## src/rtl/calibration_pkg.sv

```systemverilog
// Shared definitions for the LED calibration pattern generator and the capture side.
// Contents: pattern FSM state enum and the default 0/1 bit colours.
package calibration_pkg;

  typedef enum logic [2:0] {
    CAL_IDLE,
    CAL_STREAM,
    CAL_WAIT_LATCH,
    CAL_SHOWING,
    CAL_DONE
  } calibration_pattern_state_t;

  // Red marks a 0 bit, green marks a 1 bit.
  localparam logic [23:0] CAL_COLOR_0_DEFAULT = 24'hFF0000;
  localparam logic [23:0] CAL_COLOR_1_DEFAULT = 24'h00FF00;

endpackage

```

## src/rtl/calibration_pattern_gen.sv

```systemverilog
// Binary-coded LED calibration pattern generator.
// For each address bit in turn, every LED shows COLOR_1 if that bit of its index
// is 1 and COLOR_0 otherwise. The camera captures one frame per bit and rebuilds
// each LED's index from the sequence of colours it saw.
// Ports:
//   clk_pixel, rst           - clock, asynchronous active-high reset
//   start_step               - level; a 0->1 edge requests the next step
//   restart                  - synchronous return to IDLE with bit_index 0
//   color_ready              - strand driver accepts color_out/led_index_out
//   strand_done              - one-cycle pulse: driver latched the whole frame
//   color_out, led_index_out - colour and LED index offered to the driver
//   color_valid              - offer valid
//   displayed_frame_valid    - pattern for bit_index is on the strand
//   should_overwrite         - first step, capture side must overwrite its RAM
//   bit_index                - address bit shown by the current step
//   calibration_done         - all steps shown
module calibration_pattern_gen
  import calibration_pkg::*;
#(
  parameter int unsigned NUM_LEDS          = 50,
  parameter int unsigned LED_ADDRESS_WIDTH = 10,
  parameter logic [23:0] COLOR_0           = CAL_COLOR_0_DEFAULT,
  parameter logic [23:0] COLOR_1           = CAL_COLOR_1_DEFAULT,
  localparam int unsigned NUM_BITS         = $clog2(NUM_LEDS),
  localparam int unsigned BIT_W            = $clog2(NUM_BITS + 1)
) (
  input  logic                         clk_pixel,
  input  logic                         rst,
  input  logic                         start_step,
  input  logic                         restart,
  input  logic                         color_ready,
  input  logic                         strand_done,
  output logic [23:0]                  color_out,
  output logic [LED_ADDRESS_WIDTH-1:0] led_index_out,
  output logic                         color_valid,
  output logic                         displayed_frame_valid,
  output logic                         should_overwrite,
  output logic [BIT_W-1:0]             bit_index,
  output logic                         calibration_done
);

  localparam logic [LED_ADDRESS_WIDTH-1:0] LAST_LED = LED_ADDRESS_WIDTH'(NUM_LEDS - 1);
  localparam logic [LED_ADDRESS_WIDTH-1:0] LED_ONE  = LED_ADDRESS_WIDTH'(1);
  localparam logic [BIT_W-1:0]             LAST_BIT = BIT_W'(NUM_BITS - 1);
  localparam logic [BIT_W-1:0]             BIT_ONE  = BIT_W'(1);

  calibration_pattern_state_t   state;
  logic [LED_ADDRESS_WIDTH-1:0] led_count;
  logic                         start_q;
  logic                         start_rise_c;

  // Only a 0->1 transition of the level input requests a step.
  assign start_rise_c = start_step & ~start_q;

  // The offered index is the LED counter itself.
  assign led_index_out = led_count;

  // Colour for one LED: selected by the chosen address bit of its index.
  function automatic logic [23:0] pattern_color(input logic [LED_ADDRESS_WIDTH-1:0] led,
                                                input logic [BIT_W-1:0]             bit_sel);
    logic [LED_ADDRESS_WIDTH-1:0] shifted;
    shifted = led >> bit_sel;
    return shifted[0] ? COLOR_1 : COLOR_0;
  endfunction

  // Step sequencer with registered outputs.
  always_ff @(posedge clk_pixel or posedge rst) begin
    if (rst) begin
      state                 <= CAL_IDLE;
      led_count             <= '0;
      start_q               <= 1'b0;
      bit_index             <= '0;
      color_out             <= '0;
      color_valid           <= 1'b0;
      displayed_frame_valid <= 1'b0;
      should_overwrite      <= 1'b1;
      calibration_done      <= 1'b0;
    end else begin
      // Edge register always tracks the input, so a rising edge coincident
      // with restart is consumed rather than held over.
      start_q <= start_step;

      if (restart) begin
        state                 <= CAL_IDLE;
        led_count             <= '0;
        bit_index             <= '0;
        color_out             <= '0;
        color_valid           <= 1'b0;
        displayed_frame_valid <= 1'b0;
        should_overwrite      <= 1'b1;
        calibration_done      <= 1'b0;
      end else begin
        case (state)
          CAL_IDLE: begin
            if (start_rise_c) begin
              state       <= CAL_STREAM;
              led_count   <= '0;
              color_valid <= 1'b1;
              color_out   <= pattern_color('0, bit_index);
            end
          end

          CAL_STREAM: begin
            if (color_valid && color_ready) begin
              if (led_count == LAST_LED) begin
                state       <= CAL_WAIT_LATCH;
                color_valid <= 1'b0;
              end else begin
                led_count <= led_count + LED_ONE;
                color_out <= pattern_color(led_count + LED_ONE, bit_index);
              end
            end
          end

          CAL_WAIT_LATCH: begin
            if (strand_done) begin
              state                 <= CAL_SHOWING;
              displayed_frame_valid <= 1'b1;
            end
          end

          CAL_SHOWING: begin
            if (start_rise_c) begin
              displayed_frame_valid <= 1'b0;
              if (bit_index < LAST_BIT) begin
                state            <= CAL_STREAM;
                bit_index        <= bit_index + BIT_ONE;
                led_count        <= '0;
                color_valid      <= 1'b1;
                color_out        <= pattern_color('0, bit_index + BIT_ONE);
                should_overwrite <= 1'b0;
              end else begin
                state            <= CAL_DONE;
                calibration_done <= 1'b1;
              end
            end
          end

          CAL_DONE: begin
            // Held until restart or reset.
          end

          default: begin
            state <= CAL_IDLE;
          end
        endcase
      end
    end
  end

endmodule

```

## config.mk

```make
export PLATFORM = sky130hd
export DESIGN_NAME = calibration_pattern_gen
export DESIGN_NICKNAME = d
export VERILOG_FILES = /design/src/rtl/calibration_pkg.sv /design/src/rtl/calibration_pattern_gen.sv
export SDC_FILE = /design/constraint.sdc
export NUM_CORES = 1
export LEC_CHECK = 0
export BUFFER_PORTS_ARGS = -buffer_cell sky130_fd_sc_hd__buf_2
export CAP_MARGIN = 20
export CORE_MARGIN = 5
export CORE_UTILIZATION = 47
export DETAILED_ROUTE_END_ITERATION = 7
export HOLD_SLACK_MARGIN = 0.03
export PLACE_DENSITY_LB_ADDON = 0.08
export SLEW_MARGIN = 40
export SYNTH_ARGS = -nofsm -noshare
export SYNTH_HDL_FRONTEND = slang
export SYNTH_SLANG_ARGS = --single-unit
```

## constraint.sdc

```tcl
create_clock -name clk_pixel -period 2.13 [get_ports clk_pixel]
set_input_delay 0.3195 -clock clk_pixel [delete_from_list [all_inputs] [get_ports clk_pixel]]
set_output_delay 0.3195 -clock clk_pixel [all_outputs]
set_load 0.02 [all_outputs]
```

## Yosys cells after proc, flatten, opt, wreduce, memory -nomap -nowiden

Index checks and enable logic that the tools add are counted.
W data, S select, Z words.

- Bitwise operators: 2
- $add $sub $neg: 2
- Eq/ne operators: 14
- $lt $le $gt $ge: 1
- Shifts and indexed selects: 3
- Multiplexer cells: 48
- Reductions and logical operators: 13

Operator list:

| cell | count |
|---|---|
| $mux W24 | 9 |
| $pmux W24 S3 | 1 |
| $mux W10 | 6 |
| $mux W3 | 11 |
| $pmux W10 S3 | 1 |
| $ne A3 B3 Y1 const B | 7 |
| $reduce_and A6 Y1 | 3 |
| $mux W1 | 17 |
| $pmux W3 S5 | 1 |
| $add A10 B1 Y10 const B | 1 |
| $eq A10 B6 Y1 const B | 1 |
| $shr A10 B3 Y1 | 1 |
| $reduce_and A3 Y1 | 3 |
| $eq A3 B2 Y1 const B | 2 |
| $reduce_bool A2 Y1 | 3 |
| $shr A1 B3 Y1 const A | 2 |
| $ne A2 B2 Y1 const B | 2 |
| $reduce_bool A4 Y1 | 1 |
| $add A3 B1 Y3 const B | 1 |
| $eq A3 B1 Y1 const B | 1 |
| $eq A3 B3 Y1 const B | 1 |
| $logic_not A3 Y1 | 1 |
| $lt A3 B3 Y1 const B | 1 |
| $pmux W1 S3 | 1 |
| other kinds (5) | 5 |

- Output and inout port bits: 41
- Bits of input ports: 6
- Register bits after elaboration: 45
- Word-level logic and storage cells: 92

## Logic depth before layout (Yosys ltp)

- Word-level depth: 7
- Mapped depth: 7

## Worst setup path after synthesis

Ideal clock, no wire load.

- Path kind: reg-to-reg
- From: register led_count[0] (netlist: led_index_out[0])
- To: register state[0]
- Cell stages (with the launch flop): 7
- Path buffers: 0
- Path slack: -0.009 ns
- Required time: 2.006 ns
- Arrival time: 2.014 ns
- Cell sequence: dfrtp_1 -> ha_1 -> or4b_4 -> nor3_4 -> nor2_2 -> or3_4 -> mux2i_1

- Longest elaborated chain between the ends: 3

RTL lines:

| what | RTL line | source |
|---|---|---|
| from (decl) | calibration_pattern_gen.sv:48 | `logic [LED_ADDRESS_WIDTH-1:0] led_count;` |
| from (signal assigned) | calibration_pattern_gen.sv:109 | `led_count <= led_count + LED_ONE;` |
| $eq A10 B6 Y1 | calibration_pattern_gen.sv:105 | `if (led_count == LAST_LED) begin` |
| $ne A3 B3 Y1 (no line) | -- |  |
| $reduce_and A6 Y1 (no line) | -- |  |
| to (signal assigned) | calibration_pattern_gen.sv:106 | `state <= CAL_WAIT_LATCH;` |
| to (signal assigned) | calibration_pattern_gen.sv:117 | `state <= CAL_SHOWING;` |
| to (signal assigned) | calibration_pattern_gen.sv:126 | `state <= CAL_STREAM;` |
| to (decl) | calibration_pattern_gen.sv:47 | `calibration_pattern_state_t state;` |

Every way passes these cells.
A chain may end at the register's enable or synchronous reset.

## Worst setup path in the final report

- From: register led_count[1] (netlist: led_index_out[1])
- To: register state[1]

Same word-level chain as after synthesis.

==> key figures <==
Setup path
  – Critical Path Sink Type: flip-flop
  – Critical path class: flip-flop to flip-flop
  – CP Cell Sequence: inv_1, ha_1, or4b_4, nor3_4, nor2_2, or3_4, o221ai_1
  – Slowest CP cell: or4b_4
  – Startpoint Class: flip-flop
  – Crit path DAT: 2.25 ns
  – Critical Path RT: 2.38 ns
  – Family with the most delay on the worst path: simple AND/OR/NAND/NOR gates
  – CP max FO: 5
  – Slowest stage delay, CP: 0.47 ns
  – WP buf/inv: 1

Cells and area
  – ANT cells: 0
  – Layout cells sized above 1: 0.308
  – Filler instances: 316
  – Layout Nets: 244
  – Area growth syn-to-layout: 13.9%

STA
  – Unrepaired setup endpoints after global routing: no
  – Fmax: 0.501 GHz
  – Post-route minimum period: 2.00 ns
  – Slew Viols, Final: 0
  – Worst-Margin Slew: 0.644 ns
  – Final Hold Viols: 0
  – Total negative setup slack: 0 ns
  – Tcrit/Tclk final: 0.937
  – Slew Limit Headroom: 0.570
  – Final worst slack: 0.133 ns
  – Setup Skew: 0.00591 ns
  – Final setup fails: 0

Logic synthesis
  – Largest area contributor in the netlist: dfrtp_1
  – Share of the synthesized area in the top cell type: 0.323
  – Synth top area cells: dfrtp_1, buf_4, o31ai_1, nand2_1, o21ai_0
  – Sequential share of the synthesized area: 0.338
  – Cells after Synth: 198
  – Synth cell types: 54
  – Asr flop ratio synth: 1.00
  – Top_reg_cell synth: dfrtp_1
  – Synth Area per Inst: 8.61 sq um
  – Post-synth EDFFs: 0
  – Synth Cell Area: 0.00170 sq mm
  – Synth Register Bits: 23
  – Yosys warns: 0

Floorplanning
  – IO Pins: 47
  – Initial cell density of the core: 0.499
  – Die area: 0.00493 sq mm
  – CORE AREA: 0.00342 sq mm
  – Chip height: 70.2 um
  – Die W: 70.2 um
  – Row cnt: 21

GRT
  – First-pass GRT wire length: 7980 um
  – Overflow after GRT: 0
  – Initial antenna violation count: 0
  – Vias in the first global route: 1669
  – Largest net degree at the start of global routing: 16
  – GRT Util Overall: 0.195

Clock network
  – Hold Buf Count CTS: 0
  – CTS tree: built
  – CTS Buf Count: 3
  – Clock latency on the worst-skew pair: 0.33 ns
  – CTS root buf: clkbuf_4
  – CTS H-Tree Depth: 1
  – CTS max path bufs: 2
  – Worst-path clk slew: 0.13 ns
  – Num Clock Sinks: 23

Placed design
  – Pre-CTS setup slack: 0.122 ns
  – Placer Congestion: 0.919
  – DP HPWL: 3560 um
  – Buffers on Ports: 38

Power
  – Leak: 0.931 nW
  – VDD IR max: 0.416 mV
  – Power Density: 913 mW/mm^2

Drt
  – Post-route ant nets: 0
  – Initial DRT Pass Iterations: 5
  – 1st-iter DRT viols: 196
  – DR vias/cell: 5.86
  – Total number of vias: 1642
  – WL/cell: 16.4 um
  – DRC violations left: 0
  – Routed WL: 4610 um

Job
  – Max-Cap Viols: 0

Run status
  – Status: complete, no violations

Hold path
  – Hold WC Path Type: primary input to asynchronous set/reset pin
per-stage QoR:
stage          hold slack, ns  instance area [sq um]  power (mW)  utilization  std cells
2_1_floorplan           0.321                   1730        1.40            -        205
3_3_place_gp            0.439                   1900        1.54        0.557        275
3_5_place_dp            0.444                   1900        1.55        0.557        275
4_1_cts                0.0680                   1930        1.77        0.565        279
5_1_grt                0.0830                   1940        1.89        0.568        280
6_report               0.0472                   1940        1.77        0.568        280
cells by family (layout without fill, tap and decap cells):
group	after synthesis	in the layout	synth area share
buffers and inverters	39	68	0.136
DFF	23	23	0.338
other	1	8	0.00220
xor gates and xnor gates	2	2	0.0103
AOI/OAI and AO/OA	57	57	0.234
and+or+nand+nor	71	71	0.245
muxes	2	2	0.0117
adders and majority gates	3	3	0.0220
cells in the mapped netlist, types with 4 or more instances:
master and count:
a21oi_1 8, buf_4 22, clkbuf_1 6, dfrtp_1 22, inv_1 9, nand2_1 15, nand2b_1 4, nand3_1 7
nand4_1 4, nor2_1 11, nor3_1 5, o21ai_0 11, o31ai_1 9, or3_1 4
final cells by class:
| cell class | count | area (sq um) | share of cell area |
|---|---|---|---|
| inverter | 9 | 33.8 | 0.0174 |
| multi-input combinational | 143 | 927 | 0.477 |
| tap | 46 | 57.6 | 0.0296 |
| clock inverter | 1 | 5.00 | 0.00258 |
| sequential | 23 | 578 | 0.298 |
| clock buffer | 3 | 22.5 | 0.0116 |
| timing repair buffer | 55 | 318 | 0.164 |
registers in the layout, summed over array words and instances, names as in the netlist:
register,cells
calibration_done,1
color_valid,1
should_overwrite,1
start_q,1
state,3
bit_index,3
color_out,2
displayed_frame_valid,1
led_index_out,10
final timing paths:
kind	start	to	slack, ns	cells past startpoint
max	led_index_out[1]$_DFFE_PP0P_	state[1]$_DFFE_PP0P_	0.13	7
min	rst	color_out[15]$_DFFE_PP0P_	0.05	2
max reg2reg	led_index_out[1]$_DFFE_PP0P_	state[1]$_DFFE_PP0P_	0.13	7
min reg2reg	should_overwrite$_DFFE_PP1P_	should_overwrite$_DFFE_PP1P_	0.48	2
max in group asynchronous	rst	should_overwrite$_DFFE_PP1P_	1.43	3
min in group clk_pixel	start_step	start_q$_DFF_PP0_	0.09	1
cells in the final DEF, fill, tap and decap left out, drive strengths merged, types with 2 or more instances in the layout:
| cell type | synthesis | layout |
|---|---|---|
| o31ai | 9 | 9 |
| xor2 | 2 | 2 |
| nand3b | 2 | 2 |
| a21o | 2 | 2 |
| buf | 24 | 55 |
| a21oi | 8 | 8 |
| conb | 1 | 8 |
| nand2 | 16 | 16 |
| nor2b | 2 | 2 |
| o21ai | 11 | 11 |
| nand4b | 2 | 2 |
| nand3 | 7 | 7 |
| nand4 | 4 | 4 |
| nor3 | 6 | 6 |
| o41ai | 2 | 2 |
| inv | 9 | 9 |
| nor4b | 2 | 2 |
| ha | 3 | 3 |
| clkbuf | 6 | 3 |
| nand2b | 4 | 4 |
| o22ai | 3 | 3 |
| o2bb2ai | 2 | 2 |
| nor3b | 4 | 4 |
| dfrtp | 22 | 22 |
| or3 | 5 | 5 |
| o221a | 2 | 2 |
| a211oi | 3 | 3 |
| nor2 | 12 | 12 |
| a31oi | 3 | 3 |
| mux2i | 2 | 2 |
power breakdown:
part           internal [mW]  leakage, nW  switching (mW)  total (mW)
logic                  0.361        0.606           0.606       0.967
registers              0.501        0.307          0.0897       0.591
clock network         0.0707       0.0177           0.145       0.216
timing repair:
| action | CTS | global route |
|---|---|---|
| setup buffers | 0 | 1 |
| resized for setup | 0 | 1 |
| endpoints found under the setup margin | 0 | 3 |
routing by layer:
| metal | global-route usage | vias to the layer above | part of all wire |
|---|---|---|---|
| met2 | 0.323 | 67 | 0.49 |
| li1 | - | 774 | - |
| met1 | 0.249 | 796 | 0.42 |
| met4 | 0.0766 | 0 | 0.012 |
| met3 | 0.0373 | 5 | 0.072 |
| met5 | 0 | - | 0 |
(Power assumes the default switching activity.)
